`src/rtl/modexp_ctrl_if.sv`:
```
// Request and datapath bundle for the modular-exponentiation sequencer.
// slave  : the sequencer side (takes requests, drives the multiplier/modulo controls).
// master : the environment side (issues requests, hosts the multiplier and modulo stage).
interface modexp_ctrl_if #(
  parameter int WIDTH     = 6,
  parameter int EXP_WIDTH = 6
);
  // request / response handshake
  logic                 start;
  logic [WIDTH-1:0]     base;
  logic [EXP_WIDTH-1:0] exponent;
  logic                 busy;
  logic                 done;
  logic [WIDTH-1:0]     result;

  // shared multiplier and registered modulo stage
  logic [WIDTH-1:0]     mul_a;
  logic [WIDTH-1:0]     mul_b;
  logic                 mod_hold;
  logic [WIDTH-1:0]     mod_result;

  modport slave (
    input  start, base, exponent, mod_result,
    output busy, done, result, mul_a, mul_b, mod_hold
  );

  modport master (
    output start, base, exponent, mod_result,
    input  busy, done, result, mul_a, mul_b, mod_hold
  );
endinterface

```
`src/rtl/modexp_ctrl.sv`:
```
// Sequencer computing base^exponent mod (2**WIDTH-1) by left-to-right square-and-multiply,
// time-sharing one external multiplier and a registered modulo stage (1-cycle latency).
// Ports: clk, rst_n (async active-low), bus (modexp_ctrl_if.slave: start/base/exponent in,
//   busy/done/result out, mul_a/mul_b/mod_hold out to the datapath, mod_result back in).
// Optional build macro MODEXP_ZSKIP_EN: leading-zero exponent bits take a single SKIP
//   cycle instead of a square pass (results identical, shorter latency).
module modexp_ctrl #(
  parameter int WIDTH     = 6,
  parameter int EXP_WIDTH = 6
) (
  input  logic           clk,
  input  logic           rst_n,
  modexp_ctrl_if.slave   bus
);

  localparam int IDX_W = (EXP_WIDTH > 1) ? $clog2(EXP_WIDTH) : 1;
  localparam logic [IDX_W-1:0] IDX_TOP = IDX_W'(EXP_WIDTH - 1);
  localparam logic [WIDTH-1:0] ONE     = WIDTH'(1);

  typedef enum logic [2:0] {
    S_IDLE,
    S_LOAD,
    S_SQ,
    S_SQ_CAP,
    S_MUL,
    S_MUL_CAP,
    S_SKIP,
    S_DONE
  } state_t;

  state_t               state, state_d;
  logic [WIDTH-1:0]     base_q;
  logic [EXP_WIDTH-1:0] exp_q;
  logic [WIDTH-1:0]     acc, acc_d;
  logic [IDX_W-1:0]     idx, idx_d;
  logic [WIDTH-1:0]     result_q;
  logic [WIDTH-1:0]     mul_a_q, mul_b_q;

  // Entry state of the first bit (after LOAD) and of the following bit.
  state_t               load_entry;
  state_t               nb_entry;
  state_t               nb_state;
  logic [IDX_W-1:0]     nb_idx;

`ifdef MODEXP_ZSKIP_EN
  // Set while every exponent bit processed so far has been zero; acc is still 1
  // in that region, so squaring would be wasted work.
  logic                 lead;
`endif

  // ------------------------------------------------------------------
  // Bit sequencing helpers
  // ------------------------------------------------------------------
  always_comb begin
    nb_idx = idx - IDX_W'(1);
`ifdef MODEXP_ZSKIP_EN
    load_entry = exp_q[IDX_TOP] ? S_SQ : S_SKIP;
    nb_entry   = (lead && !exp_q[nb_idx]) ? S_SKIP : S_SQ;
`else
    load_entry = S_SQ;
    nb_entry   = S_SQ;
`endif
    // Last bit finished -> DONE, otherwise move one bit towards the LSB.
    nb_state = (idx == '0) ? S_DONE : nb_entry;
  end

  // ------------------------------------------------------------------
  // Next-state and datapath-register updates
  // ------------------------------------------------------------------
  always_comb begin
    state_d = state;
    acc_d   = acc;
    idx_d   = idx;

    unique case (state)
      S_IDLE: begin
        if (bus.start) begin
          state_d = S_LOAD;
        end
      end

      S_LOAD: begin
        acc_d   = ONE;
        idx_d   = IDX_TOP;
        state_d = load_entry;
      end

      // Modulo stage registers acc*acc at the end of this cycle.
      S_SQ: begin
        state_d = S_SQ_CAP;
      end

      S_SQ_CAP: begin
        acc_d = bus.mod_result;
        if (exp_q[idx]) begin
          state_d = S_MUL;
        end else begin
          state_d = nb_state;
          if (idx != '0) begin
            idx_d = nb_idx;
          end
        end
      end

      // Modulo stage registers acc*base at the end of this cycle.
      S_MUL: begin
        state_d = S_MUL_CAP;
      end

      S_MUL_CAP: begin
        acc_d   = bus.mod_result;
        state_d = nb_state;
        if (idx != '0) begin
          idx_d = nb_idx;
        end
      end

      // Leading zero bit: acc stays 1, no multiplier traffic.
      S_SKIP: begin
        state_d = nb_state;
        if (idx != '0) begin
          idx_d = nb_idx;
        end
      end

      S_DONE: begin
        state_d = S_IDLE;
      end

      default: begin
        state_d = S_IDLE;
      end
    endcase
  end

  // ------------------------------------------------------------------
  // State and data registers
  // ------------------------------------------------------------------
  always_ff @(posedge clk or negedge rst_n) begin
    if (!rst_n) begin
      state    <= S_IDLE;
      base_q   <= '0;
      exp_q    <= '0;
      acc      <= '0;
      idx      <= IDX_TOP;
      result_q <= '0;
      mul_a_q  <= '0;
      mul_b_q  <= '0;
    end else begin
      state <= state_d;
      acc   <= acc_d;
      idx   <= idx_d;

      // Operands are captured once, on the accepting edge only.
      if (state == S_IDLE && bus.start) begin
        base_q <= bus.base;
        exp_q  <= bus.exponent;
      end

      // Multiplier operands are registered on entry to SQ/MUL so they are
      // stable for the whole cycle and hold their value elsewhere.
      if (state_d == S_SQ) begin
        mul_a_q <= acc_d;
        mul_b_q <= acc_d;
      end else if (state_d == S_MUL) begin
        mul_a_q <= acc_d;
        mul_b_q <= base_q;
      end

      // Result is loaded on entry to DONE so it is valid alongside done.
      if (state_d == S_DONE) begin
        result_q <= acc_d;
      end
    end
  end

`ifdef MODEXP_ZSKIP_EN
  always_ff @(posedge clk or negedge rst_n) begin
    if (!rst_n) begin
      lead <= 1'b1;
    end else if (state_d == S_SQ) begin
      lead <= 1'b0;
    end else if (state == S_LOAD) begin
      lead <= 1'b1;
    end
  end
`endif

  // ------------------------------------------------------------------
  // Outputs (state-decoded, so async reset takes effect immediately)
  // ------------------------------------------------------------------
  assign bus.busy     = (state != S_IDLE) && (state != S_DONE);
  assign bus.done     = (state == S_DONE);
  assign bus.mod_hold = !((state == S_SQ) || (state == S_MUL));
  assign bus.result   = result_q;
  assign bus.mul_a    = mul_a_q;
  assign bus.mul_b    = mul_b_q;

endmodule

```
`src/flat_wrapper.sv`:
```
// flat-port wrapper written by rule: the top's interface ports become plain ports
module modexp_ctrl_flat 
#(
  parameter int WIDTH     = 6,
  parameter int EXP_WIDTH = 6
)
  (clk, rst_n, bus_start, bus_base, bus_exponent, bus_mod_result, bus_busy, bus_done, bus_result, bus_mul_a, bus_mul_b, bus_mod_hold);
  modexp_ctrl_if #(.WIDTH(WIDTH), .EXP_WIDTH(EXP_WIDTH)) bus_i ();
  input  logic clk;
  input  logic rst_n;
  input wire logic [$bits(bus_i.start)-1:0] bus_start;
  input wire logic [$bits(bus_i.base)-1:0] bus_base;
  input wire logic [$bits(bus_i.exponent)-1:0] bus_exponent;
  input wire logic [$bits(bus_i.mod_result)-1:0] bus_mod_result;
  output wire logic [$bits(bus_i.busy)-1:0] bus_busy;
  output wire logic [$bits(bus_i.done)-1:0] bus_done;
  output wire logic [$bits(bus_i.result)-1:0] bus_result;
  output wire logic [$bits(bus_i.mul_a)-1:0] bus_mul_a;
  output wire logic [$bits(bus_i.mul_b)-1:0] bus_mul_b;
  output wire logic [$bits(bus_i.mod_hold)-1:0] bus_mod_hold;
  assign bus_i.start = bus_start;
  assign bus_i.base = bus_base;
  assign bus_i.exponent = bus_exponent;
  assign bus_i.mod_result = bus_mod_result;
  assign bus_busy = bus_i.busy;
  assign bus_done = bus_i.done;
  assign bus_result = bus_i.result;
  assign bus_mul_a = bus_i.mul_a;
  assign bus_mul_b = bus_i.mul_b;
  assign bus_mod_hold = bus_i.mod_hold;
  modexp_ctrl #(.WIDTH(WIDTH), .EXP_WIDTH(EXP_WIDTH)) u_core (.clk(clk), .rst_n(rst_n), .bus(bus_i));
endmodule
```
`config.mk`:
```
export PLATFORM = sky130hd
export DESIGN_NAME = modexp_ctrl_flat
export DESIGN_NICKNAME = d
export VERILOG_FILES = /design/src/rtl/modexp_ctrl_if.sv /design/src/rtl/modexp_ctrl.sv /design/src/flat_wrapper.sv
export SDC_FILE = /design/constraint.sdc
export NUM_CORES = 1
export LEC_CHECK = 0
export ABC_AREA = 1
export CORE_ASPECT_RATIO = 0.7
export CORE_MARGIN = 2
export CORE_UTILIZATION = 24
export DETAILED_ROUTE_END_ITERATION = 8
export GPL_TIMING_DRIVEN = 1
export PLACE_DENSITY_LB_ADDON = 0.3
export SYNTH_ARGS = -nofsm -noshare
export SYNTH_HDL_FRONTEND = slang
export SYNTH_SLANG_ARGS = --single-unit
```
`constraint.sdc`:
```
create_clock -name clk -period 1.76 [get_ports clk]
set_input_delay 0.352 -clock clk [delete_from_list [all_inputs] [get_ports clk]]
set_output_delay 0.352 -clock clk [all_outputs]
set_load 0.02 [all_outputs]
```
==> results.sh <==
export IMPL_switchingPower_uw=2560
export IMPL_grt_start_max_net_pins=28
export IMPL_p_seq_frac=0.279
export IMPL_grt_util_met3=0.0362
export IMPL_rrSetupSlack_ns=0.15
export IMPL_r2r_start="u_core.idx[0]"
export IMPL_final_setup_viol_count=0
export IMPL_drv_cap=0
export IMPL_place_ws_ns=-0.0439
export IMPL_critPathLaunch="u_core.bus.mul_a[5]"
export IMPL_critical_path_buf_inv_count=1
export IMPL_post_route_drc_count=0
export IMPL_rr_endpoint="u_core.bus.mul_a[3]"
export IMPL_slowest_delay_ns=0.62
export IMPL_grtUsageMet2=0.168
export IMPL_setup_tns_ns=0
export IMPL_clk_latency_ns=0.29
export IMPL_cts_buffers=5
export IMPL_netlist_area_um2=1990
export IMPL_gp_congestion=0.799
export IMPL_peakVddDrop_v=0.00101
export IMPL_ant_nets=0
export IMPL_path_clk_slew_ns=0.06
export IMPL_clk_path_buf_depth=2
export IMPL_synth_area_per_cell_um2=8.64
export IMPL_leakagePower_uw=0.00135
export IMPL_crit_cells=1
export IMPL_cts_tree="done"
export IMPL_ys_seq_area_frac=0.530
export IMPL_finalWorstSetupSlack_ns=0.130
export IMPL_ios=42
export IMPL_worst_path_max_fanout=2
export IMPL_synthTopCellsByArea="dfrtp_1 50%, nand2_1 8.1%, nand3_1 6.3%"
export IMPL_synth_distinct_cells=27
export IMPL_first_global_vias=1666
export IMPL_routed_via_count=1666
export IMPL_status="completed"
export IMPL_vias_per_cell=4.27
export IMPL_die_area_um2=9030
export IMPL_start_util=0.250
export IMPL_critPathTopFamily="buffers and inverters"
export IMPL_reg2reg_depth=8
export IMPL_grt_pass1_wl_um=7960
export IMPL_synthCells=230
export IMPL_synth_seq_cells=42
export IMPL_critPathLaunchType="flop"
export IMPL_worstSetupPathType="reg -> out"
export IMPL_antenna_found_initial=0
export IMPL_core_area_um2=7940
export IMPL_power_switching_share=0.419
export IMPL_area_growth_pct=41.1
export IMPL_yosysTopAreaCellShare=0.504
export IMPL_finalHoldViolations=0
export IMPL_required_ns=1.41
export IMPL_finalCritPeriodShare=0.926
export IMPL_intPower_uw=3550
export IMPL_synth_warnings=0
export IMPL_rsz0062_at_grt="yes"
export IMPL_wire_per_inst_um=11.8
export IMPL_post_cts_setup_buffer_count=0
export IMPL_p_comb_frac=0.547
export IMPL_die_h_um=80.1
export IMPL_worstPathArrival_ns=1.28
export IMPL_pwr_share_clk=0.174
export IMPL_slew_violations=0
export IMPL_syn_num_nets=253
export IMPL_synthFlopType="dfrtp_1"
export IMPL_worst_slew_pin_slew_ns=0.392
export IMPL_die_w_um=113
export IMPL_path_cells="clkdlybuf4s50_1"
export IMPL_drtPass1Iterations=4
export IMPL_track_usage=0.113
export IMPL_dr_first_iter_drc_count=77
export IMPL_cp_endpoint="bus_mul_a[5]"
export IMPL_maxSlewHeadroom=0.739
export IMPL_drive_above_1_share=0.190
export IMPL_yosys_area_top_type="dfrtp_1"
export IMPL_powerDensity_nw_per_um2=2180
export IMPL_diodes=0
export IMPL_nets=311
export IMPL_root_buffer="clkbuf_16"
export IMPL_timing_final_crit_period_ns=1.63
export IMPL_cp_end_kind="primary output"
export IMPL_hold_path_class="reg -> reg"
export IMPL_slowest_stage="clkdlybuf4s50_1"
export IMPL_cts_sinks=42
export IMPL_cts_max_level=2
export IMPL_grt_overflow=0
export IMPL_synth_edf_count=0
export IMPL_async_flop_share=1.00
export IMPL_numPortBuffers=41
export IMPL_nFillCells=840
export IMPL_grt_use_met1=0.155
export IMPL_max_clock_freq_mhz=614
export IMPL_rows=27
export IMPL_hpwl_um=3530
export IMPL_busiest_layer="met2"
export IMPL_fin_worst_skew_ns=0.00427
export IMPL_drt_total_wl_um=4600
-- worst register-to-register path: cells and delay by family (launching register included) --
family | cells | cell delay [ns]
AO/OA/AOI/OAI | 2 | 0.28
flip-flops | 1 | 0.56
buffers and inverters | 2 | 0.24
AND/OR/NAND/NOR | 3 | 0.25
adder cells (fa/ha/maj) | 1 | 0.21
-- state kept, by name, summed over array words and instances (netlist names) --
signal             cells
u_core.acc             6
u_core.idx             3
u_core.base_q          6
u_core.bus.result      6
u_core.bus.mul_b       6
u_core.state           3
u_core.bus.mul_a       6
u_core.exp_q           6
-- cells by family after synthesis --
group           Yosys count  synth area share
mux                       2            0.0113
flops                    42             0.530
fa+ha+maj                 2            0.0126
compound gates           39             0.107
xor+xnor                  1           0.00441
simple gates            103             0.244
buf+inv                  41            0.0900
-- power groups by stage --
stage / combinational, µW / sequential, µW / clock (µW)
floorplan: 1930 / 1950 / 0
global placement: 3320 / 1720 / 0
detailed placement: 3400 / 1730 / 0
CTS: 3410 / 1710 / 1100
global route: 3760 / 1770 / 1130
finish: 3350 / 1700 / 1060
-- routing by layer --
layer	vias up	part of all wire	wire [µm]
met5	-	0	0
met4	0	0.011	50
met3	5	0.057	263
met2	34	0.43	1980
met1	777	0.50	2310
li1	850	-	-
-- cells in the mapped netlist, types with 4 or more instances --
| cell type | number |
|---|---|
| o21ai_1 | 8 |
| nand2_1 | 43 |
| nand3_1 | 25 |
| a21oi_1 | 18 |
| nand2_2 | 6 |
| o21ai_0 | 9 |
| dfrtp_1 | 40 |
| inv_1 | 29 |
| nor2_1 | 24 |
| inv_2 | 4 |
-- layout by cell type, fill, tap and decap left out --
master	netlist	final
nand2_2	6	8
buf_12	0	3
bufinv_16	0	1
a21oi_1	18	18
nand3_2	2	2
nand2_1	43	41
nor2_2	0	3
dfstp_2	2	2
clkbuf_2	0	1
nor2_1	24	21
inv_6	0	1
o21a_1	1	1
clkdlybuf4s50_1	0	37
nand3_1	25	25
dfrtp_1	40	40
xor2_1	1	1
inv_1	29	28
a31oi_1	1	1
nand2_4	1	1
buf_2	1	3
buf_4	1	12
o21ai_1	8	9
o21ai_0	9	8
dlygate4sd3_1	0	1
inv_2	4	5
o21ai_4	1	1
mux2_2	2	2
clkinv_2	0	1
a211oi_1	1	1
nand2_8	1	1
ha_1	2	2
clkbuf_16	0	5
nor2_8	1	1
inv_4	2	2
-- metrics by stage --
stage	hold slack, ns	util	instance area, µm²	std cells	total power (µW)
finish	0.491	0.353	2800	390	6120
global route	0.523	0.353	2800	390	6670
CTS	0.495	0.354	2810	390	6220
detailed placement	0.299	0.331	2630	381	5130
global placement	0.296	0.331	2630	381	5040
floorplan	0.0564	-	1990	230	3870
-- how the worst min path moves through the flow --
stage / cells after the start / to / from
after floorplan: 0 / u_core.acc[0] / rst_n
after global placement: 1 / u_core.bus.result[4] / rst_n
after detailed placement: 1 / u_core.bus.mul_a[2] / rst_n
after CTS: 2 / u_core.bus.result[2] / u_core.bus.result[2]
after global routing: 2 / u_core.bus.result[3] / u_core.bus.result[3]
final: 2 / u_core.bus.result[2] / u_core.bus.result[2]
-- layout make-up --
| cell class | count | area, µm² | share of cell area |
|---|---|---|---|
| flip-flops and latches | 42 | 1050 | 0.376 |
| multi-input cells | 147 | 767 | 0.274 |
| clock inverters | 3 | 43.8 | 0.0156 |
| inverters | 35 | 136 | 0.0487 |
| clock buffers | 5 | 125 | 0.0446 |
| well taps | 101 | 126 | 0.0451 |
| repair buffers | 57 | 551 | 0.196 |
-- repair_timing --
item	CTS	global route
endpoints found under the setup margin	3	12
hold endpoints to repair	15	0
hold buffers	1	0
resized for setup	10	9
No activity file was read; power rests on OpenSTA's default activity.
